[src/rtl/sram_port_arbiter.sv]
// rtl/sram_port_arbiter.sv - IF/MEM arbiter for one SRAM-like bus port; define SRAM_ARB_RR_EN for round-robin grant
module sram_port_arbiter #(
    parameter int AW = 32,
    parameter int DW = 32
) (
    input  logic            clk,
    input  logic            rst,
    input  logic            inst_req,
    input  logic [AW-1:0]   inst_addr,
    output logic [DW-1:0]   inst_rdata,
    output logic            inst_valid,
    input  logic            data_req,
    input  logic [DW/8-1:0] data_wen,
    input  logic [AW-1:0]   data_addr,
    input  logic [DW-1:0]   data_wdata,
    output logic [DW-1:0]   data_rdata,
    output logic            data_valid,
    output logic            bus_req,
    output logic            bus_wr,
    output logic [DW/8-1:0] bus_wstrb,
    output logic [AW-1:0]   bus_addr,
    output logic [DW-1:0]   bus_wdata,
    input  logic            bus_addr_ok,
    input  logic [DW-1:0]   bus_rdata,
    input  logic            bus_data_ok,
    output logic            stallreq_if,
    output logic            stallreq_mem
);

    typedef enum logic [1:0] {IDLE, ADDR, DATA} state_t;
    typedef enum logic {OWN_INST = 1'b0, OWN_DATA = 1'b1} owner_t;

    state_t state;
    owner_t owner;
    owner_t pick;
    logic   inst_elig;
    logic   data_elig;
    logic   finish;

    // A requester is masked while its valid is high, since it still holds req that cycle.
    assign inst_elig    = inst_req & ~inst_valid;
    assign data_elig    = data_req & ~data_valid;
    assign stallreq_if  = inst_elig;
    assign stallreq_mem = data_elig;

    assign finish = ((state == ADDR) && bus_addr_ok && bus_data_ok) ||
                    ((state == DATA) && bus_data_ok);

`ifdef SRAM_ARB_RR_EN
    owner_t last_grant;

    always_comb begin
        pick = OWN_INST;
        if (inst_elig && data_elig)
            pick = (last_grant == OWN_INST) ? OWN_DATA : OWN_INST;
        else if (data_elig)
            pick = OWN_DATA;
    end

    always_ff @(posedge clk or negedge rst) begin
        if (!rst)
            last_grant <= OWN_INST;
        else if ((state == IDLE) && (inst_elig || data_elig))
            last_grant <= pick;
    end
`else
    always_comb begin
        pick = data_elig ? OWN_DATA : OWN_INST;
    end
`endif

    always_ff @(posedge clk or negedge rst) begin
        if (!rst) begin
            state      <= IDLE;
            owner      <= OWN_INST;
            bus_req    <= 1'b0;
            bus_wr     <= 1'b0;
            bus_wstrb  <= '0;
            bus_addr   <= '0;
            bus_wdata  <= '0;
            inst_valid <= 1'b0;
            data_valid <= 1'b0;
            inst_rdata <= '0;
            data_rdata <= '0;
        end else begin
            inst_valid <= 1'b0;
            data_valid <= 1'b0;
            case (state)
                IDLE: begin
                    if (inst_elig || data_elig) begin
                        owner   <= pick;
                        state   <= ADDR;
                        bus_req <= 1'b1;
                        if (pick == OWN_DATA) begin
                            bus_wr    <= |data_wen;
                            bus_wstrb <= data_wen;
                            bus_addr  <= data_addr;
                            bus_wdata <= data_wdata;
                        end else begin
                            bus_wr    <= 1'b0;
                            bus_wstrb <= '0;
                            bus_addr  <= inst_addr;
                            bus_wdata <= '0;
                        end
                    end
                end
                ADDR: begin
                    if (bus_addr_ok) begin
                        bus_req <= 1'b0;
                        state   <= bus_data_ok ? IDLE : DATA;
                    end
                end
                DATA: begin
                    if (bus_data_ok)
                        state <= IDLE;
                end
                default: begin
                    state   <= IDLE;
                    bus_req <= 1'b0;
                end
            endcase

            // Writes leave the owner's rdata untouched.
            if (finish) begin
                if (owner == OWN_INST) begin
                    inst_valid <= 1'b1;
                    if (!bus_wr)
                        inst_rdata <= bus_rdata;
                end else begin
                    data_valid <= 1'b1;
                    if (!bus_wr)
                        data_rdata <= bus_rdata;
                end
            end
        end
    end

endmodule

[config.mk]
export PLATFORM = sky130hd
export DESIGN_NAME = sram_port_arbiter
export DESIGN_NICKNAME = d
export VERILOG_FILES = /design/src/rtl/sram_port_arbiter.sv
export SDC_FILE = /design/constraint.sdc
export NUM_CORES = 1
export LEC_CHECK = 0
export ABC_AREA = 0
export BUFFER_PORTS_ARGS = -buffer_cell sky130_fd_sc_hd__buf_2
export CAP_MARGIN = 20
export CORE_MARGIN = 3
export CORE_UTILIZATION = 46
export CTS_CLUSTER_DIAMETER = 40
export CTS_CLUSTER_SIZE = 10
export DETAILED_ROUTE_END_ITERATION = 10
export PLACE_DENSITY_LB_ADDON = 0.05
export SLEW_MARGIN = 25
export SYNTH_ARGS = -nofsm -noshare
export SYNTH_HDL_FRONTEND = slang
export SYNTH_SLANG_ARGS = --single-unit
[constraint.sdc]
create_clock -name clk -period 1.74 [get_ports clk]
set_input_delay 0 -clock clk [delete_from_list [all_inputs] [get_ports clk]]
set_output_delay 0 -clock clk [all_outputs]
set_load 0.01 [all_outputs]
==> impl_metrics.xml <==
<?xml version="1.0" encoding="UTF-8"?>
<metrics>
  <group name="timing">
    <metric name="final_period_minus_worst_setup_slack" unit="ns">1.625</metric>
    <metric name="slew-limit-headroom" unit="">0.6914</metric>
    <metric name="slew_viol_final" unit="">0</metric>
    <metric name="timing.setup.tns" unit="ns">0</metric>
    <metric name="finalHoldViolations" unit="">0</metric>
    <metric name="max_clock_freq" unit="MHz">615.3</metric>
    <metric name="finalCritPeriodShare" unit="">0.9340</metric>
    <metric name="worst_pin_slew" unit="ns">0.4629</metric>
    <metric name="skew" unit="ns">0.005036</metric>
    <metric name="grt_setup_unrepaired" unit="">no</metric>
    <metric name="setup-violations-final" unit="">0</metric>
  </group>
  <group name="layout">
    <metric name="stdcell_area" unit="sq um">9226</metric>
    <metric name="layout-drive-gt1-share" unit="">0.5385</metric>
    <metric name="regArea" unit="sq um">3478</metric>
    <metric name="num-nets-final" unit="">909</metric>
    <metric name="layout.filler_cells" unit="">687</metric>
    <metric name="multi_input_comb_area" unit="sq um">2041</metric>
    <metric name="synthToLayoutAreaGrowth" unit="%">62.82</metric>
  </group>
  <group name="power_and_ir_drop">
    <metric name="worst_ir_drop_vdd" unit="uV">982.2</metric>
    <metric name="power.density" unit="nW/um^2">1588</metric>
    <metric name="leakage" unit="nW">4.604</metric>
  </group>
  <group name="route">
    <metric name="vias_per_cell" unit="">4.944</metric>
    <metric name="drt.antenna.violating_nets" unit="">0</metric>
    <metric name="num_vias" unit="">4573</metric>
    <metric name="drt_iter0_markers" unit="">176</metric>
    <metric name="routed_wirelength" unit="mm">16.59</metric>
    <metric name="post_drt_wl_per_cell" unit="um">17.94</metric>
    <metric name="drc" unit="">0</metric>
    <metric name="detailedRoute.firstPassIterationCount" unit="">4</metric>
  </group>
  <group name="yosys">
    <metric name="synth_top_cell_by_area" unit="">dfrtp_1</metric>
    <metric name="post_synth_instance_area" unit="sq um">5667</metric>
    <metric name="syn-num-nets" unit="">487</metric>
    <metric name="async_reset_ff_frac" unit="">1.000</metric>
    <metric name="synth_ff_type" unit="">dfrtp_1</metric>
    <metric name="synth.area.top_cells" unit="">dfrtp_1 (61%), mux2_2 (14%), mux2_4 (7.9%), mux2_1 (6.0%), a22o_1 (5.7%)</metric>
    <metric name="synth.lib_cells_used.distinct" unit="">25</metric>
    <metric name="synth_cells" unit="">349</metric>
    <metric name="synth.ff_latch_count" unit="">139</metric>
    <metric name="synth.top_cells.by_count" unit="">dfrtp_1 (139), mux2_2 (68), a22o_1 (37)</metric>
    <metric name="yosysMostFrequentCell" unit="">dfrtp_1</metric>
    <metric name="synth.top_cell.area_share" unit="">0.6138</metric>
    <metric name="number_of_synthesized_flops_with_an_enable_pin" unit="">0</metric>
    <metric name="yosys_warnings" unit="">0</metric>
    <metric name="synthesis.area_per_instance" unit="sq um">16.24</metric>
    <metric name="sequential_share_of_the_synthesized_area" unit="">0.6138</metric>
  </group>
  <group name="cts">
    <metric name="cts_sinks" unit="">139</metric>
    <metric name="cts-htree-levels" unit="">4</metric>
    <metric name="cts_tree" unit="">built</metric>
    <metric name="cts_buffers" unit="">17</metric>
    <metric name="post-cts-setup-buffer-count" unit="">0</metric>
    <metric name="clkTransAtPathRegs" unit="ns">0.05</metric>
    <metric name="insertion_delay" unit="ns">0.41</metric>
    <metric name="clock_tree.buffer_depth" unit="">2</metric>
    <metric name="clock_tree.root_cell" unit="">clkbuf_16</metric>
  </group>
  <group name="setup_path">
    <metric name="cp-endpoint" unit="">data_rdata[22]$_DFFE_PN0P_</metric>
    <metric name="worst-path-max-fanout" unit="">16</metric>
    <metric name="critical_path_class" unit="">reg2reg</metric>
    <metric name="crit-reg2reg-capture" unit="">data_rdata[22]$_DFFE_PN0P_</metric>
    <metric name="arrival" unit="ns">1.92</metric>
    <metric name="reg2regPathDepth" unit="">4</metric>
    <metric name="ff2ff_setup_slack" unit="ns">0.11</metric>
    <metric name="setup.worst_path.start_class" unit="">register</metric>
    <metric name="rr_startpoint" unit="">state[1]$_DFFE_PN0P_</metric>
    <metric name="end_kind" unit="">register</metric>
    <metric name="required_arrival_time_at_the_worst_endpoint" unit="ns">2.04</metric>
    <metric name="cp-startpoint" unit="">state[1]$_DFFE_PN0P_</metric>
  </group>
  <group name="floorplan">
    <metric name="top_level_pins" unit="">276</metric>
    <metric name="core_region_area" unit="sq um">11710</metric>
    <metric name="chipHeight" unit="um">117.0</metric>
    <metric name="floorplan.rows" unit="">39</metric>
    <metric name="initial_cell_density_of_the_core" unit="">0.4839</metric>
    <metric name="fp.dieW" unit="um">117.0</metric>
    <metric name="die_area" unit="sq um">13690</metric>
  </group>
  <group name="outcome">
    <metric name="run_status" unit="">finished, final reports clean</metric>
  </group>
  <group name="global_route">
    <metric name="grt_first_pass_wirelength" unit="mm">24.80</metric>
    <metric name="number_of_antenna_violations_at_the_first_check_in_global_routing" unit="">0</metric>
    <metric name="grt.overflow.total" unit="">0</metric>
    <metric name="gr-usage-all-layers" unit="">0.2387</metric>
    <metric name="grt_max_degree" unit="">49</metric>
    <metric name="via_count_of_the_first_global_routing_pass" unit="">4879</metric>
  </group>
  <group name="worst_hold_path">
    <metric name="hold_path.class" unit="">in2async</metric>
  </group>
  <group name="place">
    <metric name="dp.final_hpwl" unit="mm">10.54</metric>
    <metric name="placement.io_buffers" unit="">275</metric>
    <metric name="placed_area" unit="sq um">7322</metric>
    <metric name="globalplace.congestion" unit="">0.7516</metric>
  </group>
  <group name="flow_run">
    <metric name="max_cap_violations" unit="">0</metric>
  </group>
</metrics>
power breakdown:
group | switching, W | total (W) | internal [W] | leakage, nW
Clock | 0.00121 | 0.00331 | 0.00209 | 0.273
Combinational | 0.00262 | 0.00566 | 0.00304 | 2.63
Sequential | 0.000863 | 0.00569 | 0.00482 | 1.70
Total | 0.00470 | 0.0147 | 0.00996 | 4.60
routing by layer:
| metal | track usage | vias to the layer above | wire length, um | part of all wire |
|---|---|---|---|---|
| met4 | 0.1139 | 0 | 524 | 0.032 |
| met2 | 0.4122 | 194 | 8404 | 0.51 |
| met1 | 0.2638 | 2224 | 6269 | 0.38 |
| met5 | 0 | - | 0 | 0 |
| li1 | - | 2114 | - | - |
| met3 | 0.08278 | 41 | 1391 | 0.084 |
placed cells by master, fill, tap and decap left out, drive strengths merged:
cell / count
a211oi: 1
a21o: 1
a22o: 37
and3b: 1
buf: 289
clkbuf: 27
clkinv: 1
dfrtp: 139
diode: 2
dlygate4sd3: 135
inv: 3
mux2: 128
nand2: 2
nand2b: 1
nor2: 5
nor2b: 2
nor3: 2
o2111a: 1
o2111ai: 1
o21ai: 3
or4: 1
state kept, by name (all words and copies together) (netlist names):
signal and cells:
owner 1, inst_rdata 32, data_rdata 32, bus_wr 1, bus_req 1, state 2
bus_wstrb 4, inst_valid 1, bus_wdata 32, bus_addr 32, data_valid 1
worst max-delay path, cell delays in order (launching register included):
cell and delay (ns):
dfrtp_1 0.38, and3b_4 0.33, o2111a_2 0.27, buf_12 0.19, mux2_2 0.34
worst min path at each step:
stage | end | from | slack (ns)
floorplan | bus_addr[0]$_DFFE_PN0P_ | rst | -0.30
global placement | bus_addr[31]$_DFFE_PN0P_ | rst | -0.04
detailed placement | bus_addr[31]$_DFFE_PN0P_ | rst | -0.04
CTS | bus_addr[31]$_DFFE_PN0P_ | rst | 0.11
global route | bus_addr[31]$_DFFE_PN0P_ | rst | 0.12
finish | bus_addr[31]$_DFFE_PN0P_ | rst | 0.09
cells by family after synthesis:
group,synth area share
DFF,0.6138
muxes,0.2742
AOI/OAI and AO/OA,0.07000
buffers and inverters,0.02826
and+or+nand+nor,0.01369
through the flow:
stage	setup slack, ns	hold slack, ns	total power, W	std cells	utilization
after floorplan	0.1258	-0.2956	0.008599	349	-
after detailed placement	0.1107	-0.03517	0.01113	760	0.6252
after CTS	0.1087	0.1052	0.01474	923	0.7874
final	0.1149	0.08726	0.01465	925	0.7878
after global placement	0.1358	-0.03746	0.01097	760	0.6252
after global routing	0.03666	0.1209	0.01547	923	0.7874
cell type report:
class                      instances  share of cell area
antenna                            2           0.0005424
clock buffer                      27             0.05886
clock inverter                     1           0.0005424
inverter                           3            0.001221
multi-input combinational        186              0.2212
sequential                       139              0.3770
tap                              143             0.01939
timing repair buffer             424              0.3213
repair_timing:
item                       CTS  global route
gates resized for setup      0             0
hold buffers               135             0
setup endpoints to repair    0             0
hold endpoints to repair   277             0
Power figures use the tool's default switching activity.
